File: config.mk
export PLATFORM = sky130hd
export DESIGN_NAME = secuenciador_instrucciones
export DESIGN_NICKNAME = d
export VERILOG_FILES = /design/src/rtl/secuenciador_instrucciones_pkg.sv /design/src/rtl/secuenciador_instrucciones_memoria_programa.sv /design/src/rtl/secuenciador_instrucciones.sv
export SDC_FILE = /design/constraint.sdc
export NUM_CORES = 1
export LEC_CHECK = 0
export BUFFER_PORTS_ARGS = -buffer_cell sky130_fd_sc_hd__clkbuf_2
export CAP_MARGIN = 10
export CORE_MARGIN = 1
export CORE_UTILIZATION = 25
export CTS_BUF_LIST = sky130_fd_sc_hd__clkbuf_16
export DETAILED_ROUTE_END_ITERATION = 12
export PLACE_DENSITY = 0.52
export SLEW_MARGIN = 20
export SYNTH_ARGS = -nofsm -noshare
export SYNTH_HDL_FRONTEND = slang
export SYNTH_SLANG_ARGS = --single-unit
File: constraint.sdc
create_clock -name clk -period 2.5 [get_ports clk]
set_clock_uncertainty 0.05 [all_clocks]
set_input_delay 0.125 -clock clk [delete_from_list [all_inputs] [get_ports clk]]
set_output_delay 0.125 -clock clk [all_outputs]
set_load 0.01 [all_outputs]
File: src/rtl/secuenciador_instrucciones_pkg.sv
// Shared definitions for the instruction sequencer: datapath field layout,
// MC encodings, the NOP word and the sequencer FSM states.
package secuenciador_instrucciones_pkg;

    localparam int ANCHO_INSTR_P = 20;
    localparam int PROF_P        = 64;
    localparam int ANCHO_DIR_P   = 6;

    // Field bit positions of the datapath instruction word
    localparam int MC_MSB   = 19;
    localparam int MC_LSB   = 18;
    localparam int OP1_MSB  = 17;
    localparam int OP1_LSB  = 13;
    localparam int ALUC_MSB = 12;
    localparam int ALUC_LSB = 10;
    localparam int OP2_MSB  = 9;
    localparam int OP2_LSB  = 5;
    localparam int MB_MSB   = 4;
    localparam int MB_LSB   = 0;

    // MC field encodings
    localparam logic [1:0] MC_NOP       = 2'b00;
    localparam logic [1:0] MC_ESCRIBE_A = 2'b01;
    localparam logic [1:0] MC_ESCRIBE_B = 2'b10;

    // All-zero word: MC=00, so the datapath writes nothing
    localparam logic [ANCHO_INSTR_P-1:0] INSTR_NOP = '0;

    typedef enum logic [1:0] {
        REPOSO  = 2'd0,
        EJECUTA = 2'd1,
        TERMINA = 2'd2
    } estado_t;

endpackage

File: src/rtl/secuenciador_instrucciones_memoria_programa.sv
// Program memory: synchronous write, combinational read. Contents are not
// affected by reset.
module memoria_programa
    import secuenciador_instrucciones_pkg::*;
#(
    parameter int ANCHO_INSTR = ANCHO_INSTR_P,
    parameter int PROF        = PROF_P,
    parameter int ANCHO_DIR   = ANCHO_DIR_P
) (
    input  logic                   clk,
    input  logic                   we,
    input  logic [ANCHO_DIR-1:0]   dir_esc,
    input  logic [ANCHO_INSTR-1:0] dato_esc,
    input  logic [ANCHO_DIR-1:0]   dir_lec,
    output logic [ANCHO_INSTR-1:0] dato_lec
);

    logic [ANCHO_INSTR-1:0] mem [PROF];

    // Word write on the rising edge when enabled
    always_ff @(posedge clk) begin
        if (we) begin
            mem[dir_esc] <= dato_esc;
        end
    end

    assign dato_lec = mem[dir_lec];

endmodule

File: src/rtl/secuenciador_instrucciones.sv
// Instruction sequencer feeding the Chocorrol datapath. Loads a program while
// idle, then issues the latched number of words one per clock from address 0,
// emitting NOPs whenever no real word is on the bus.
module secuenciador_instrucciones
    import secuenciador_instrucciones_pkg::*;
#(
    parameter int ANCHO_INSTR = ANCHO_INSTR_P,
    parameter int PROF        = PROF_P,
    parameter int ANCHO_DIR   = ANCHO_DIR_P
) (
    input  logic                   clk,
    input  logic                   rst_n,
    input  logic                   carga_we,
    input  logic [ANCHO_DIR-1:0]   carga_dir,
    input  logic [ANCHO_INSTR-1:0] carga_dato,
    input  logic                   inicio,
    input  logic [ANCHO_DIR:0]     longitud,
    input  logic                   paro,
    output logic [ANCHO_INSTR-1:0] instruccion,
    output logic                   valido,
    output logic [ANCHO_DIR-1:0]   pc,
    output logic                   ocupado,
    output logic                   fin
);

    localparam logic [ANCHO_DIR:0] PROF_L = (ANCHO_DIR+1)'(PROF);
    localparam logic [ANCHO_DIR:0] UNO_L  = (ANCHO_DIR+1)'(1);

    estado_t                estado_reg, estado_next;
    logic [ANCHO_DIR-1:0]   pc_reg, pc_next;
    logic [ANCHO_DIR:0]     longitud_reg, longitud_next;
    logic [ANCHO_INSTR-1:0] instr_reg, instr_next;
    logic                   valido_reg, valido_next;
    logic                   fin_reg, fin_next;

    logic                   mem_we;
    logic [ANCHO_INSTR-1:0] dato_mem;
    logic [ANCHO_DIR:0]     longitud_limitada;
    logic                   ultima;

    // Loads are only honoured while idle so a running program is never altered
    assign mem_we = carga_we && (estado_reg == REPOSO);

    memoria_programa #(
        .ANCHO_INSTR (ANCHO_INSTR),
        .PROF        (PROF),
        .ANCHO_DIR   (ANCHO_DIR)
    ) u_memoria (
        .clk      (clk),
        .we       (mem_we),
        .dir_esc  (carga_dir),
        .dato_esc (carga_dato),
        .dir_lec  (pc_reg),
        .dato_lec (dato_mem)
    );

    // Out-of-range lengths are clamped to the full memory depth
    assign longitud_limitada = (longitud > PROF_L) ? PROF_L : longitud;

    // The word at PC is the last one of the program
    assign ultima = ({1'b0, pc_reg} == (longitud_reg - UNO_L));

    // State and output registers
    always_ff @(posedge clk or negedge rst_n) begin
        if (!rst_n) begin
            estado_reg   <= REPOSO;
            pc_reg       <= '0;
            longitud_reg <= '0;
            instr_reg    <= INSTR_NOP;
            valido_reg   <= 1'b0;
            fin_reg      <= 1'b0;
        end else begin
            estado_reg   <= estado_next;
            pc_reg       <= pc_next;
            longitud_reg <= longitud_next;
            instr_reg    <= instr_next;
            valido_reg   <= valido_next;
            fin_reg      <= fin_next;
        end
    end

    // Next-state and next-output logic; the bus defaults to NOP every cycle
    always_comb begin
        estado_next   = estado_reg;
        pc_next       = pc_reg;
        longitud_next = longitud_reg;
        instr_next    = INSTR_NOP;
        valido_next   = 1'b0;
        fin_next      = 1'b0;
        case (estado_reg)
            REPOSO: begin
                if (inicio) begin
                    longitud_next = longitud_limitada;
                    pc_next       = '0;
                    estado_next   = (longitud_limitada == '0) ? TERMINA : EJECUTA;
                end
            end
            EJECUTA: begin
                // A stall issues a NOP and holds PC, so the same word goes next
                if (!paro) begin
                    instr_next  = dato_mem;
                    valido_next = 1'b1;
                    pc_next     = pc_reg + 1'b1;
                    if (ultima) begin
                        estado_next = TERMINA;
                    end
                end
            end
            TERMINA: begin
                fin_next    = 1'b1;
                estado_next = REPOSO;
            end
            default: begin
                estado_next = REPOSO;
            end
        endcase
    end

    assign instruccion = instr_reg;
    assign valido      = valido_reg;
    assign pc          = pc_reg;
    assign ocupado     = (estado_reg != REPOSO);
    assign fin         = fin_reg;

endmodule

==> run summary <==
Mapped Nets - 2,539
layout cells sized above 1 - 0.321
Critical-path top delay cell - mux4_2
final hold slack - -0.00392 ns
GPL Wtd Cong - 0.801
Synth top cells by count - 1,280 x edfxtp_1, 310 x mux2i_1, 183 x mux4_2, 91 x nor2_1, 72 x a21oi_1
worst-path cell chain - buf_6 > buf_12 > mux4_2 > o21ai_0 > buf_4 > nand3_1 > buf_4 > a32o_1
top-count cell post-synth - edfxtp_1
Pwr Density - 1020 nW/um^2
flops & latches, synth - 1,317
Die Area - 205,000 sq um
All-Layer GR Usage - 0.143
post-DP HPWL - 94.3 mm
Die Ht - 452 um
critical path data required time - 3.10 ns
clock-pin transition on the worst setup and hold timing paths - 0.06 ns
clock period minus worst slack - 2.59 ns
Die X - 452 um
Static Leak - 0.0210 uW
clk_lat worst skew - 0.78 ns
area of the multi-input gates - 11,100 sq um
core outline area - 201,000 sq um
status - finished with violations
Detail Route Antenna Nets - 0
root buffer selected by CTS - clkbuf_16
R2R Path End - instruccion[13]
placed insts - 5,453
Netlist cell types - 48
hold crit path type - in -> reg
CTS tree - built
clk buf depth - 3
unrepaired setup endpoints after global routing - true
fill count - 19,300
DRC - 0
initial antenna violation count - 15
WL/cell - 25.7 um
Max FO, Critical Path - 13
prevailing post-synth register cell - edfxtp_1
cell count of the worst hold path - 1
Achievable Freq - 386 MHz
Crit. path cell count - 8
Port-buffer cells - 66
global route overflow - 0
Slew headroom - 0.289
Final setup viols - 7
Detailed Routing Iterations Pass 1 - 5
vias per inst - 4.62
crit path capture type - flip-flop
Post-synth EDFFs - 1,280
via count - 26,700
WHS Endpoint - u_memoria.mem[22][18]
Critical Path Max Stage Delay - 0.50 ns
synth warn - 0
reg2reg path depth - 8
largest net degree at the start of global routing - 65
Mapped Area - 50,700 sq um
asr flop ratio synth - 0.0281
Largest register FFs - 1,280
R2R setup slack - -0.09 ns
Final Cycle Share - 1.04
synthesized area per cell - 20.3 sq um
register area share after synthesis - 0.776
Synth Instances - 2,499
Synth top area share - 0.758
area leader, netlist - edfxtp_1
min setup slack post-route - -0.0900 ns
Sink Count - 1,317
worst slew pin tran - 1.07 ns
CP bufs+invs - 4
Routed Wire Length - 149 mm
Peak VDD IR - 0.954 mV
Top delay family on crit path - buffers and inverters
non-filler instance count after layout - 5,784
Final Slew Violations - 0
min-delay src - carga_dato[18]
Crit path top cell by count - buf_4
violations in the final reports - hold timing, setup timing
top post-synthesis cells by area - edfxtp_1 76%, mux4_2 8.1%, mux2i_1 6.1%
critical path class - reg -> reg
CP arrival - 3.19 ns
Startpoint Class - flip-flop
worst r2r src - pc[0]
Fin. Hold Viols - 4
count of maximum capacitance violations - 0
Final #Nets - 3,047
area delta synth->final - 25.1%
H-Tree Level Count - 4
clock buffer count from CTS - 142
vias in the first global route - 26,900
Final Core Density - 0.316
Initial Util - 0.253
DRT iter0 DRCs - 2,361
# IOs - 67
register area - 39,400 sq um
first-pass GRT wire length - 207 mm
Core Rows - 164
per-stage QoR:
| step | power, uW | area (sq um) | worst slack, ns | TNS, ns | hold WS [ns] |
|---|---|---|---|---|---|
| floorplan | 35000 | 50700 | 0.0623 | 0 | -0.221 |
| global placement | 43900 | 57800 | -0.834 | -3.80 | 0.119 |
| detailed placement | 43800 | 57800 | -0.589 | -3.82 | 0.112 |
| CTS | 65000 | 63100 | -0.0997 | -0.477 | 0.00375 |
| global route | 67100 | 63400 | -0.124 | -0.646 | 0.0192 |
| finish | 64900 | 63400 | -0.0900 | -0.365 | -0.00392 |
cells by family (layout without fill, tap and decap cells):
logic type               after synthesis  in the layout  share of synthesized area
AO/OA/AOI/OAI                        337            337                     0.0457
XOR/XNOR                              10             10                    0.00173
adder cells (fa/ha/maj)                2              2                   0.000493
buffers and inverters                154            772                     0.0170
flip-flops                          1317           1317                      0.776
multiplexers                         494            494                      0.143
other                                  0             11                          0
AND/OR/NAND/NOR                      185            185                     0.0162
worst max-delay path by stage:
stage / to / slack [ns] / startpoint
finish: instruccion[13] / -0.09 / pc[0]
global route: instruccion[13] / -0.12 / pc[0]
CTS: instruccion[18] / -0.1 / pc[0]
detailed placement: instruccion[4] / -0.59 / pc[0]
global placement: instruccion[1] / -0.83 / pc[0]
floorplan: u_memoria.mem[59][0] / 0.06 / estado_reg[0]
metal layers:
metal	vias up	track usage	routed length [um]
li1	11400	-	-
met1	14200	0.188	63300
met2	810	0.229	70900
met3	220	0.0267	8500
met4	4	0.0666	5870
met5	-	0	23
report_power, final:
group / switching, uW / internal, uW / total [uW]
Clock: 8600 / 11200 / 19800
Sequential: 502 / 24500 / 25000
Combinational: 10800 / 9360 / 20100
worst register-to-register path, delay by kind of cell, from the launching register on:
family,cells,cell delay (ns)
compound gates,2,0.45
buf+inv,4,0.79
flops,1,0.49
mux,1,0.52
simple gates,1,0.17
area by class of cell:
class | instances | share of cell area
flip-flops and latches | 1317 | 0.621
multi-input cells | 1028 | 0.175
repair buffers | 510 | 0.0817
clock buffers | 144 | 0.0568
well taps | 2656 | 0.0524
clock inverters | 110 | 0.0120
inverters | 8 | 0.000473
diodes | 11 | 0.000434
layout by cell type, fill, tap and decap left out, types with 8 or more instances in the layout:
| master | instances |
|---|---|
| clkinv_1 | 26 |
| buf_6 | 15 |
| buf_12 | 93 |
| o221ai_1 | 38 |
| nand3_1 | 8 |
| mux2i_1 | 305 |
| a21oi_2 | 12 |
| dfrtp_1 | 30 |
| clkbuf_16 | 145 |
| clkinv_2 | 27 |
| a22o_1 | 9 |
| clkbuf_2 | 64 |
| a21oi_1 | 55 |
| inv_6 | 8 |
| dlygate4sd3_1 | 36 |
| edfxtp_1 | 1280 |
| nor2_2 | 67 |
| buf_4 | 289 |
| a22oi_1 | 20 |
| o21ai_0 | 41 |
| o22ai_1 | 42 |
| diode_2 | 11 |
| nand2_1 | 45 |
| inv_1 | 39 |
| o21ai_1 | 11 |
| a221oi_1 | 37 |
| nor2_1 | 23 |
| a211oi_2 | 13 |
| mux4_2 | 183 |
what timing repair did:
| action | in CTS | in global routing |
|---|---|---|
| buffers inserted | 16 | 12 |
| pin swaps | 7 | 16 |
| hold buffers | 36 | 0 |
| endpoints found under the hold margin | 457 | 0 |
| endpoints found under the setup margin | 19 | 23 |
| cloned | 4 | 1 |
| gates resized for setup | 78 | 52 |
(Power assumes the default switching activity.)
